$ cat src/rtl/launch_pkg.sv
// Shared types and constants for the core launcher and its run timer.
package launch_pkg;

    localparam int unsigned CYC_W = 16;

    typedef enum logic [1:0] {
        IDLE = 2'd0,
        CRST = 2'd1,
        RUN  = 2'd2,
        DONE = 2'd3
    } launch_state_t;

endpackage

$ cat src/rtl/core_launcher_if.sv
// Load stream, instruction-memory write port, core run handshake and status.
interface core_launcher_if #(
    parameter int unsigned D = 12,
    parameter int unsigned W = 9
);
    logic                          ld_valid;
    logic [W-1:0]                  ld_data;
    logic                          ld_last;
    logic                          ld_ready;
    logic                          go;
    logic                          im_wr_en;
    logic [D-1:0]                  im_addr;
    logic [W-1:0]                  im_dat;
    logic                          core_reset;
    logic                          core_req;
    logic                          core_done;
    logic                          busy;
    logic                          run_done;
    logic                          timeout;
    logic [launch_pkg::CYC_W-1:0]  cycles;
    logic [D-1:0]                  words;

    modport master (
        output ld_valid, ld_data, ld_last, go, core_done,
        input  ld_ready, im_wr_en, im_addr, im_dat, core_reset, core_req,
               busy, run_done, timeout, cycles, words
    );

    modport slave (
        input  ld_valid, ld_data, ld_last, go, core_done,
        output ld_ready, im_wr_en, im_addr, im_dat, core_reset, core_req,
               busy, run_done, timeout, cycles, words
    );
endinterface

$ cat src/rtl/core_launcher_run_timer.sv
// RUN-cycle counter with clear/enable; limit_hit flags the cycle whose increment reaches MAX_CYC.
module run_timer
    import launch_pkg::*;
#(
    parameter int unsigned MAX_CYC = 4096
) (
    input  logic             clk,
    input  logic             reset,
    input  logic             clr,
    input  logic             en,
    output logic [CYC_W-1:0] count,
    output logic             limit_hit
);

    logic [CYC_W-1:0] count_q, count_d;

    always_comb begin
        count_d = count_q;
        if (clr) begin
            count_d = '0;
        end else if (en) begin
            count_d = count_q + CYC_W'(1);
        end
    end

    always_ff @(posedge clk) begin
        if (reset) begin
            count_q <= '0;
        end else begin
            count_q <= count_d;
        end
    end

    // Compare one bit wider so a limit of 65535 never wraps.
    assign limit_hit = ({1'b0, count_q} + 17'd1) == 17'(MAX_CYC);
    assign count     = count_q;

endmodule

$ cat src/rtl/core_launcher.sv
// Loads a program into instruction memory, then runs the core through reset/req/done.
module core_launcher
    import launch_pkg::*;
#(
    parameter int unsigned D       = 12,
    parameter int unsigned W       = 9,
    parameter int unsigned RST_CYC = 2,
    parameter int unsigned MAX_CYC = 4096
) (
    input logic             clk,
    input logic             reset,
    core_launcher_if.slave  bus
);

    localparam int unsigned RW = (RST_CYC > 1) ? $clog2(RST_CYC) : 1;

    launch_state_t  state_q, state_d;
    logic [RW-1:0]  rst_cnt_q, rst_cnt_d;
    logic [D-1:0]   wr_ptr_q, wr_ptr_d;
    logic [D-1:0]   words_q, words_d;
    logic           timeout_q, timeout_d;
    logic           accept, tmr_clr, tmr_en, limit_hit;
    logic [CYC_W-1:0] cycles;

    run_timer #(.MAX_CYC(MAX_CYC)) u_timer (
        .clk       (clk),
        .reset     (reset),
        .clr       (tmr_clr),
        .en        (tmr_en),
        .count     (cycles),
        .limit_hit (limit_hit)
    );

    always_comb begin
        state_d   = state_q;
        rst_cnt_d = rst_cnt_q;
        timeout_d = timeout_q;
        tmr_clr   = 1'b0;
        tmr_en    = 1'b0;
        case (state_q)
            IDLE: begin
                if (bus.go) begin
                    timeout_d = 1'b0;
                    tmr_clr   = 1'b1;
                    rst_cnt_d = RW'(RST_CYC - 1);
                    state_d   = CRST;
                end
            end
            CRST: begin
                if (rst_cnt_q == '0) begin
                    state_d = RUN;
                end else begin
                    rst_cnt_d = rst_cnt_q - RW'(1);
                end
            end
            RUN: begin
                tmr_en = 1'b1;
                if (bus.core_done) begin
                    state_d = DONE;
                end else if (limit_hit) begin
                    timeout_d = 1'b1;
                    state_d   = DONE;
                end
            end
            DONE:    state_d = IDLE;
            default: state_d = IDLE;
        endcase
    end

    // go wins over a same-cycle load word: ld_ready drops, so nothing is written.
    always_comb begin
        accept   = (state_q == IDLE) && !bus.go && bus.ld_valid;
        wr_ptr_d = wr_ptr_q;
        words_d  = words_q;
        if (accept) begin
            if (bus.ld_last) begin
                words_d  = wr_ptr_q + D'(1);
                wr_ptr_d = '0;
            end else begin
                wr_ptr_d = wr_ptr_q + D'(1);
            end
        end
    end

    always_ff @(posedge clk) begin
        if (reset) begin
            state_q   <= IDLE;
            rst_cnt_q <= '0;
            wr_ptr_q  <= '0;
            words_q   <= '0;
            timeout_q <= 1'b0;
        end else begin
            state_q   <= state_d;
            rst_cnt_q <= rst_cnt_d;
            wr_ptr_q  <= wr_ptr_d;
            words_q   <= words_d;
            timeout_q <= timeout_d;
        end
    end

    always_comb begin
        bus.ld_ready   = (state_q == IDLE) && !bus.go;
        bus.im_wr_en   = accept;
        bus.im_addr    = wr_ptr_q;
        bus.im_dat     = bus.ld_data;
        bus.core_reset = (state_q != RUN);
        bus.core_req   = (state_q == RUN);
        bus.busy       = (state_q != IDLE);
        bus.run_done   = (state_q == DONE);
        bus.timeout    = timeout_q;
        bus.cycles     = cycles;
        bus.words      = words_q;
    end

endmodule

$ cat src/flat_wrapper.sv
// flat-port wrapper written by rule: the top's interface ports become plain ports
module core_launcher_flat import launch_pkg::*;
#(
    parameter int unsigned D       = 12,
    parameter int unsigned W       = 9,
    parameter int unsigned RST_CYC = 2,
    parameter int unsigned MAX_CYC = 4096
)
  (clk, reset, bus_ld_valid, bus_ld_data, bus_ld_last, bus_go, bus_core_done, bus_ld_ready, bus_im_wr_en, bus_im_addr, bus_im_dat, bus_core_reset, bus_core_req, bus_busy, bus_run_done, bus_timeout, bus_cycles, bus_words);
  core_launcher_if #(.D(D), .W(W)) bus_i ();
  input logic clk;
  input logic reset;
  input wire logic [$bits(bus_i.ld_valid)-1:0] bus_ld_valid;
  input wire logic [$bits(bus_i.ld_data)-1:0] bus_ld_data;
  input wire logic [$bits(bus_i.ld_last)-1:0] bus_ld_last;
  input wire logic [$bits(bus_i.go)-1:0] bus_go;
  input wire logic [$bits(bus_i.core_done)-1:0] bus_core_done;
  output wire logic [$bits(bus_i.ld_ready)-1:0] bus_ld_ready;
  output wire logic [$bits(bus_i.im_wr_en)-1:0] bus_im_wr_en;
  output wire logic [$bits(bus_i.im_addr)-1:0] bus_im_addr;
  output wire logic [$bits(bus_i.im_dat)-1:0] bus_im_dat;
  output wire logic [$bits(bus_i.core_reset)-1:0] bus_core_reset;
  output wire logic [$bits(bus_i.core_req)-1:0] bus_core_req;
  output wire logic [$bits(bus_i.busy)-1:0] bus_busy;
  output wire logic [$bits(bus_i.run_done)-1:0] bus_run_done;
  output wire logic [$bits(bus_i.timeout)-1:0] bus_timeout;
  output wire logic [$bits(bus_i.cycles)-1:0] bus_cycles;
  output wire logic [$bits(bus_i.words)-1:0] bus_words;
  assign bus_i.ld_valid = bus_ld_valid;
  assign bus_i.ld_data = bus_ld_data;
  assign bus_i.ld_last = bus_ld_last;
  assign bus_i.go = bus_go;
  assign bus_i.core_done = bus_core_done;
  assign bus_ld_ready = bus_i.ld_ready;
  assign bus_im_wr_en = bus_i.im_wr_en;
  assign bus_im_addr = bus_i.im_addr;
  assign bus_im_dat = bus_i.im_dat;
  assign bus_core_reset = bus_i.core_reset;
  assign bus_core_req = bus_i.core_req;
  assign bus_busy = bus_i.busy;
  assign bus_run_done = bus_i.run_done;
  assign bus_timeout = bus_i.timeout;
  assign bus_cycles = bus_i.cycles;
  assign bus_words = bus_i.words;
  core_launcher #(.D(D), .W(W), .RST_CYC(RST_CYC), .MAX_CYC(MAX_CYC)) u_core (.clk(clk), .reset(reset), .bus(bus_i));
endmodule
$ cat config.mk
export PLATFORM = sky130hd
export DESIGN_NAME = core_launcher_flat
export DESIGN_NICKNAME = d
export VERILOG_FILES = /design/src/rtl/launch_pkg.sv /design/src/rtl/core_launcher_if.sv /design/src/rtl/core_launcher_run_timer.sv /design/src/rtl/core_launcher.sv /design/src/flat_wrapper.sv
export SDC_FILE = /design/constraint.sdc
export NUM_CORES = 1
export LEC_CHECK = 0
export CAP_MARGIN = 20
export CORE_ASPECT_RATIO = 2
export CORE_MARGIN = 10
export CORE_UTILIZATION = 47
export DETAILED_ROUTE_END_ITERATION = 8
export PLACE_DENSITY = 0.8
export SYNTH_ARGS = -nofsm -noshare
export SYNTH_HDL_FRONTEND = slang
export SYNTH_SLANG_ARGS = --single-unit
$ cat constraint.sdc
create_clock -name clk -period 2.42 [get_ports clk]
set_input_delay 0.242 -clock clk [delete_from_list [all_inputs] [get_ports clk]]
set_output_delay 0.242 -clock clk [all_outputs]
set_load 0.01 [all_outputs]
==> metrics list <==
* Clock buffer count from CTS: 5
* Total negative slack for setup checks: 0 ns
- Number of standard cells after synthesis: 295
- Count of final setup violators: 0
- The tree built by TritonCTS fans out to 44 sinks.
- Synth Register Bits: 44
- The worst register-to-register path begins at u_core.u_timer.count[0]$_SDFFE_PP0P_.
* Max-slew headroom: 0.561
- Most numerous cell on the critical path: sky130_fd_sc_hd__inv_1
* Critical Path AT: 2.03 ns
- Status: finished clean
- In the final layout, the share of cells above drive strength 1 is 0.0831.
* Critical path class: reg2out
- The detail route stage leaves a number of antenna-violating nets equal to 0.
- Unique masters post-synth: 52
- For this design the ratio of total power to cell area is 575 nW/um^2.
* Vias after detailed routing: about 2.3k
- After routing the design area is 3010 um^2.
- Master of the slowest instance on the critical path: sky130_fd_sc_hd__clkdlybuf4s50_1
* Post-synthesis sequential area ratio: 0.365
* Die span in x: 70.7 um
- Global-route wire length before repair: ~11 mm
* Number of nets at the end of the flow: 361
- Of the available clock period, the critical path in the final layout requires 0.937.
- Wire length per cell after detailed routing: 16.1 um
* Placed cell count: 389
- Pin count of the biggest net entering global routing: 32
* Synthesized Nets: 317
* TritonCTS clock tree: yes
- For this run, the detailed router's first-pass iteration total came to 4.
* Start point of the worst hold path: u_core.bus.timeout$_SDFFE_PP0P_
* Area growth from synthesis to layout: 24.9%
- Min-delay worst type: reg2reg
- Hold-fix buffer count after cts: 0
* Residual overflow from global routing: 0
* Beginning of the critical path: u_core.state_q[0]$_SDFFE_PP0P_
- Initial cell density of the core: 0.491
- The clock reaches the later pin of the worst-skew pair after 0.29 ns.
* Avg Synthesized Cell Area: a little over 8 um^2
* # rows: 36
* Number of hold violations in the final report: 0
* Maximum capacitance violations: 0
* Final Non-Filler Cells: 394
- In this run the worst path has a maximum fanout of 7.
- Worst path cell trace: inv_1, ha_2, nor2b_2, nand2_2, inv_1, clkdlybuf4s50_1
- RSZ-0062 raised after global routing: false
- Largest buffer count on any clock path: 2
- Clock-pin slew was measured on the worst setup and hold paths at 0.08 ns.
- Crit path time final: about 2.3 ns
- Vias in the first global route: about 2.3k
- After clock tree synthesis, the setup repair step added 0 buffers.
- Number of levels in the clock H-tree: 2
* Die area: approximately 8600 um^2
* Number of I/O port buffers: 52
- The analysis attributes to cell leakage a power of between 1 and 1.5 nW.
* Placeable core region: 4910 um^2
- Share of flip-flops with an asynchronous set or reset after synthesis: 0
- After detailed routing, the number of vias per cell comes to 5.78.
- Startpoint type of the worst setup path: flip-flop
- In this design, the stage delay of the slowest critical-path cell is 0.55 ns.
* Number of synthesized flops with an enable pin: 0
- Across every metal layer, demand over resource in global routing totals 0.149.
* Maximum VDD drop: 0.438 mV
- The wire-length estimate of the detail-placed layout is between 4 and 5 mm.
* Die height: 121 um
- Max-slew violation count: 0
- Setup slack after layout: about 0.15 ns
* Weighted congestion reported at the end of routability-driven placement: between 0.8 and 0.9
- Timing would allow up to 441 MHz.
- The cell area that synthesis handed to floorplanning was roughly 2400 um^2.
- Area post-placement: about 2900 um^2
- Before CTS, the worst setup slack after placement is 0.264 ns.
* Maximum clock skew at final layout: 0.00380 ns
* Number of design rule violations left after detail routing: 0
- The number of antenna violations at the first check in global routing was 0.
- For the pin with the worst max-slew slack, the measured transition is 0.659 ns.
* Number of warnings reported in the yosys synthesis log: 0
* Worst path required time: 2.18 ns
- Top Ports: 71
- CTS placed an instance of sky130_fd_sc_hd__clkbuf_8 at the clock tree root.
- Post-synth top flop: sky130_fd_sc_hd__dfxtp_1
- Initial DRC count: 112
- STA classifies the critical path endpoint as an output pin.
- Routed WL: 6.33 mm
- 0 antenna diodes ended up in the layout.
-- placed cells by master, fill, tap and decap left out, types with 2 or more instances in the layout --
| cell type | count |
|---|---|
| sky130_fd_sc_hd__nand4_2 | 3 |
| sky130_fd_sc_hd__xnor2_1 | 11 |
| sky130_fd_sc_hd__a311oi_1 | 2 |
| sky130_fd_sc_hd__inv_1 | 7 |
| sky130_fd_sc_hd__ha_1 | 6 |
| sky130_fd_sc_hd__or3_1 | 5 |
| sky130_fd_sc_hd__and2_1 | 2 |
| sky130_fd_sc_hd__and3_1 | 7 |
| sky130_fd_sc_hd__nor3b_1 | 2 |
| sky130_fd_sc_hd__clkdlybuf4s50_1 | 52 |
| sky130_fd_sc_hd__a22oi_1 | 6 |
| sky130_fd_sc_hd__o21ai_0 | 10 |
| sky130_fd_sc_hd__mux2i_1 | 2 |
| sky130_fd_sc_hd__a21oi_1 | 16 |
| sky130_fd_sc_hd__nand3b_1 | 2 |
| sky130_fd_sc_hd__buf_4 | 9 |
| sky130_fd_sc_hd__nor3_1 | 8 |
| sky130_fd_sc_hd__nor4_1 | 2 |
| sky130_fd_sc_hd__nand4_1 | 6 |
| sky130_fd_sc_hd__a31oi_1 | 4 |
| sky130_fd_sc_hd__a211oi_1 | 5 |
| sky130_fd_sc_hd__or4_1 | 2 |
| sky130_fd_sc_hd__xor2_1 | 11 |
| sky130_fd_sc_hd__dfxtp_1 | 44 |
| sky130_fd_sc_hd__nand2b_1 | 2 |
| sky130_fd_sc_hd__nand3_1 | 15 |
| sky130_fd_sc_hd__nor2_1 | 48 |
| sky130_fd_sc_hd__clkbuf_8 | 5 |
| sky130_fd_sc_hd__a211o_1 | 2 |
| sky130_fd_sc_hd__nand2_1 | 17 |
-- cell families after synthesis --
family	after synthesis	share of synthesized area
simple gates	132	0.284
compound gates	55	0.150
flops	44	0.365
buf+inv	31	0.0669
xor+xnor	22	0.0799
fa+ha+maj	7	0.0363
mux	4	0.0176
-- where the power goes --
group          leakage [nW]  internal [W]  switching [W]
clock                0.0359      0.000187       0.000234
combinational         0.704      0.000235       0.000282
sequential            0.356      0.000767      0.0000287
total                  1.10       0.00119       0.000545
-- worst max-delay path: cells and delay by family (launching register included) --
family / cells / cell delay (ns)
buffers and inverters: 3 / 0.79
adder cells (fa/ha/maj): 1 / 0.24
flip-flops: 1 / 0.34
AND/OR/NAND/NOR: 2 / 0.37
-- state kept, by name, summed over array words and instances, names as in the netlist --
signal,count
u_core.bus.words,12
u_core.u_timer.count,16
u_core.bus.timeout,1
u_core.rst_cnt_q,1
u_core.bus.im_addr,12
u_core.state_q,2
-- synth_stat cells, types with 2 or more instances --
master	number	share of area
sky130_fd_sc_hd__xor2_1	11	0.040
sky130_fd_sc_hd__inv_1	7	0.011
sky130_fd_sc_hd__nand4_1	6	0.016
sky130_fd_sc_hd__clkbuf_1	10	0.016
sky130_fd_sc_hd__a211o_1	2	0.0073
sky130_fd_sc_hd__nor2_1	48	0.075
sky130_fd_sc_hd__a22oi_1	6	0.019
sky130_fd_sc_hd__nor3b_1	2	0.0062
sky130_fd_sc_hd__dfxtp_1	44	0.37
sky130_fd_sc_hd__o21ai_0	10	0.021
sky130_fd_sc_hd__nand2b_1	2	0.0052
sky130_fd_sc_hd__or3_1	5	0.013
sky130_fd_sc_hd__nand3b_1	2	0.0062
sky130_fd_sc_hd__nor2b_1	2	0.0052
sky130_fd_sc_hd__and2_1	2	0.0052
sky130_fd_sc_hd__and3_1	7	0.018
sky130_fd_sc_hd__nand4_2	3	0.016
sky130_fd_sc_hd__a311oi_1	2	0.0073
sky130_fd_sc_hd__nor4_1	2	0.0052
sky130_fd_sc_hd__a31oi_1	4	0.010
sky130_fd_sc_hd__clkbuf_2	2	0.0041
sky130_fd_sc_hd__a21oi_1	16	0.033
sky130_fd_sc_hd__nand3_1	15	0.031
sky130_fd_sc_hd__a211oi_1	5	0.016
sky130_fd_sc_hd__buf_4	11	0.034
sky130_fd_sc_hd__ha_1	7	0.036
sky130_fd_sc_hd__or4_1	2	0.0062
sky130_fd_sc_hd__mux2i_1	2	0.0083
sky130_fd_sc_hd__xnor2_1	11	0.040
sky130_fd_sc_hd__nor3_1	8	0.017
sky130_fd_sc_hd__nand2_1	18	0.028
-- cell type report --
class                   count  area, um^2
flip-flops and latches     44         881
multi-input cells         220        1380
repair buffers             61         588
fillers                   434        1900
well taps                  57        71.3
clock buffers               5        68.8
inverters                   7        26.3
-- per-layer routing --
metal / vias up / part of all wire / GRT usage
met5: - / 0 / 0
met4: 0 / 0.015 / 0.0560
met3: 8 / 0.063 / 0.0442
met2: 63 / 0.56 / 0.284
met1: 1088 / 0.37 / 0.143
li1: 1120 / - / -
-- final timing paths --
check / slack, ns / cells past startpoint / to
min: 0.45 / 2 / u_core.bus.timeout$_SDFFE_PP0P_
max reg2reg: 0.22 / 7 / u_core.state_q[0]$_SDFFE_PP0P_
min reg2reg: 0.45 / 2 / u_core.bus.timeout$_SDFFE_PP0P_
max: 0.15 / 6 / bus_im_wr_en
-- through the flow --
| stage | hold WS [ns] | util | power (W) |
|---|---|---|---|
| 2_1_floorplan | 0.427 | - | 0.00112 |
| 3_3_place_gp | 0.436 | 0.598 | 0.00131 |
| 3_5_place_dp | 0.437 | 0.598 | 0.00132 |
| 4_1_cts | 0.453 | 0.613 | 0.00174 |
| 5_1_grt | 0.484 | 0.614 | 0.00184 |
| 6_report | 0.450 | 0.614 | 0.00173 |
-- timing repair --
action	in CTS	in global routing
resized for setup	1	2
cloned	0	0
endpoints found under the setup margin	1	1
hold endpoints to repair	0	0
No activity file was read; power rests on OpenSTA's default activity.
==> RTL change: new RTL, same flow settings <==
`W` is set to 9 in 3 places; all go to 10.
--- a/src/rtl/core_launcher_if.sv
+++ b/src/rtl/core_launcher_if.sv
@@ -2,5 +2,5 @@
 interface core_launcher_if #(
     parameter int unsigned D = 12,
-    parameter int unsigned W = 9
+    parameter int unsigned W = 10
 );
     logic                          ld_valid;
--- a/src/rtl/core_launcher.sv
+++ b/src/rtl/core_launcher.sv
@@ -4,5 +4,5 @@
 #(
     parameter int unsigned D       = 12,
-    parameter int unsigned W       = 9,
+    parameter int unsigned W       = 10,
     parameter int unsigned RST_CYC = 2,
     parameter int unsigned MAX_CYC = 4096
--- a/src/flat_wrapper.sv
+++ b/src/flat_wrapper.sv
@@ -3,5 +3,5 @@
 #(
     parameter int unsigned D       = 12,
-    parameter int unsigned W       = 9,
+    parameter int unsigned W       = 10,
     parameter int unsigned RST_CYC = 2,
     parameter int unsigned MAX_CYC = 4096
Interface: changed (resized bus_im_dat and bus_ld_data); port bits go from 71 to 73. The function was not compared with the original's and may differ.
==> RTL change against the original RTL <==
  * Total power rose by 1.9%
  * Core utilization is 0.28 points lower
  * Sequential cell count unchanged
  * Count of clock-buffer cells in the layout increased by 1
  * Routed wire length grew 1.3%
  * Synthesized cell count rose by 0.34%
  * Design area increased by 0.46%
  * Setup slack improved by 0.067 ns
  * Area after synthesis increased by 0.31%
  * Largest cell class unchanged
  * Highest routed layer unchanged
==> RTL change: results (changes against the original RTL) <==
run status=finished, final reports clean (unchanged); routed wire length on met3=377 um (was 399 um); maximum number of pins on one net before global-route repair=18 (was 32); final weighted congestion in routability-driven placement=0.909 (was 0.879); Global Route met1 Usage=14.8% (was 14.3%); switching portion of total power=31.8% (was 31.4%); Max Clock Skew=0.00706 ns (was 0.00380 ns); Starting DRT DRC Count=139 (was 112); total clock network power=0.442 mW (was 0.421 mW); net count after synthesis=319 (was 317); met3 Track Usage GR=4.01% (was 4.42%); net count reported at finish=363 (was 361); multi-input gate area in the final layout=1380 sq um (about the same); via count of the first global-routing pass=2293 (was 2285); drt total wl=6.42 mm (was 6.33 mm); first-pass GRT wire length=10.8 mm (about the same); post-DP HPWL=4.92 mm (was 4.84 mm); cell leakage power=1.11 nW (was 1.10 nW); Tightest Pin Transition=0.667 ns (was 0.659 ns); met2 global-route usage=26.5% (was 28.4%); post-route met1 wirelength=2.42 mm (was 2.32 mm); signal arrival time at the worst endpoint=1.96 ns (was 2.03 ns); Total Routing Usage GR=14.8% (was 14.9%); post-placement worst setup slack=0.239 ns (was 0.264 ns); Placed Instance Area=2940 sq um (about the same); part of the Yosys area used for sequential elements=36.4% (was 36.5%); power of the combinational group=0.526 mW (was 0.517 mW); top post-synthesis cells by area=dfxtp_1 (36%), nor2_1 (7.4%), xnor2_1 (4.0%), xor2_1 (4.0%), buf_4 (3.7%) (was dfxtp_1 (37%), nor2_1 (7.5%), xnor2_1 (4.0%), xor2_1 (4.0%), ha_1 (3.6%))
-- RTL change: changes by cell type in the layout (fill, tap and decap cells not counted) --
cell / before / now
buf_4: 9 / 10
nand2_1: 17 / 18
clkbuf_1: 0 / 1
nand2_2: 1 / 0
clkinv_2: 0 / 1
-- RTL change: repair_timing --
action / in CTS / in global routing
endpoints found under the hold margin: 0 / 0
setup buffers: 0 / 0
endpoints found under the setup margin: 0 / 1
gates resized for setup: 0 / 2
-- RTL change: area by class of cell --
cell class	instances	share of cell area, %
multi-input cells	220	45.4
flip-flops and latches	44	29.1
repair buffers	62	19.7
clock buffers	6	2.40
well taps	57	2.36
inverters	7	0.868
clock inverters	1	0.165
-- RTL change: logic make-up (layout without fill, tap and decap cells) --
family / Yosys count / after routing / share of synthesized area (%)
mux: 4 / 4 / 1.76
simple gates: 132 / 132 / 28.3
flops: 44 / 44 / 36.4
compound gates: 55 / 55 / 14.9
buf+inv: 32 / 76 / 6.98
fa+ha+maj: 7 / 7 / 3.62
xor+xnor: 22 / 22 / 7.96
-- RTL change: worst paths after layout --
path	from	endpoint	cells after the start
setup reg to reg	u_core.u_timer.count[0]	u_core.state_q[0]	7
hold reg to reg	u_core.bus.timeout	u_core.bus.timeout	2
setup / recovery	u_core.state_q[0]	bus_im_wr_en	6
hold / removal	u_core.bus.timeout	u_core.bus.timeout	2
-- RTL change: metrics by stage --
| step | instances | hold slack, ns |
|---|---|---|
| floorplan | 296 | 0.427 |
| global placement | 390 | 0.446 |
| detailed placement | 390 | 0.450 |
| CTS | 397 | 0.461 |
| global route | 397 | 0.484 |
| finish | 397 | 0.461 |
-- RTL change: critical path: stages (launching register included) --
cell,delay (ns)
dfxtp_1,0.34
inv_1,0.13
ha_2,0.25
nor2b_2,0.17
nand2_1,0.13
inv_1,0.11
clkdlybuf4s50_1,0.55
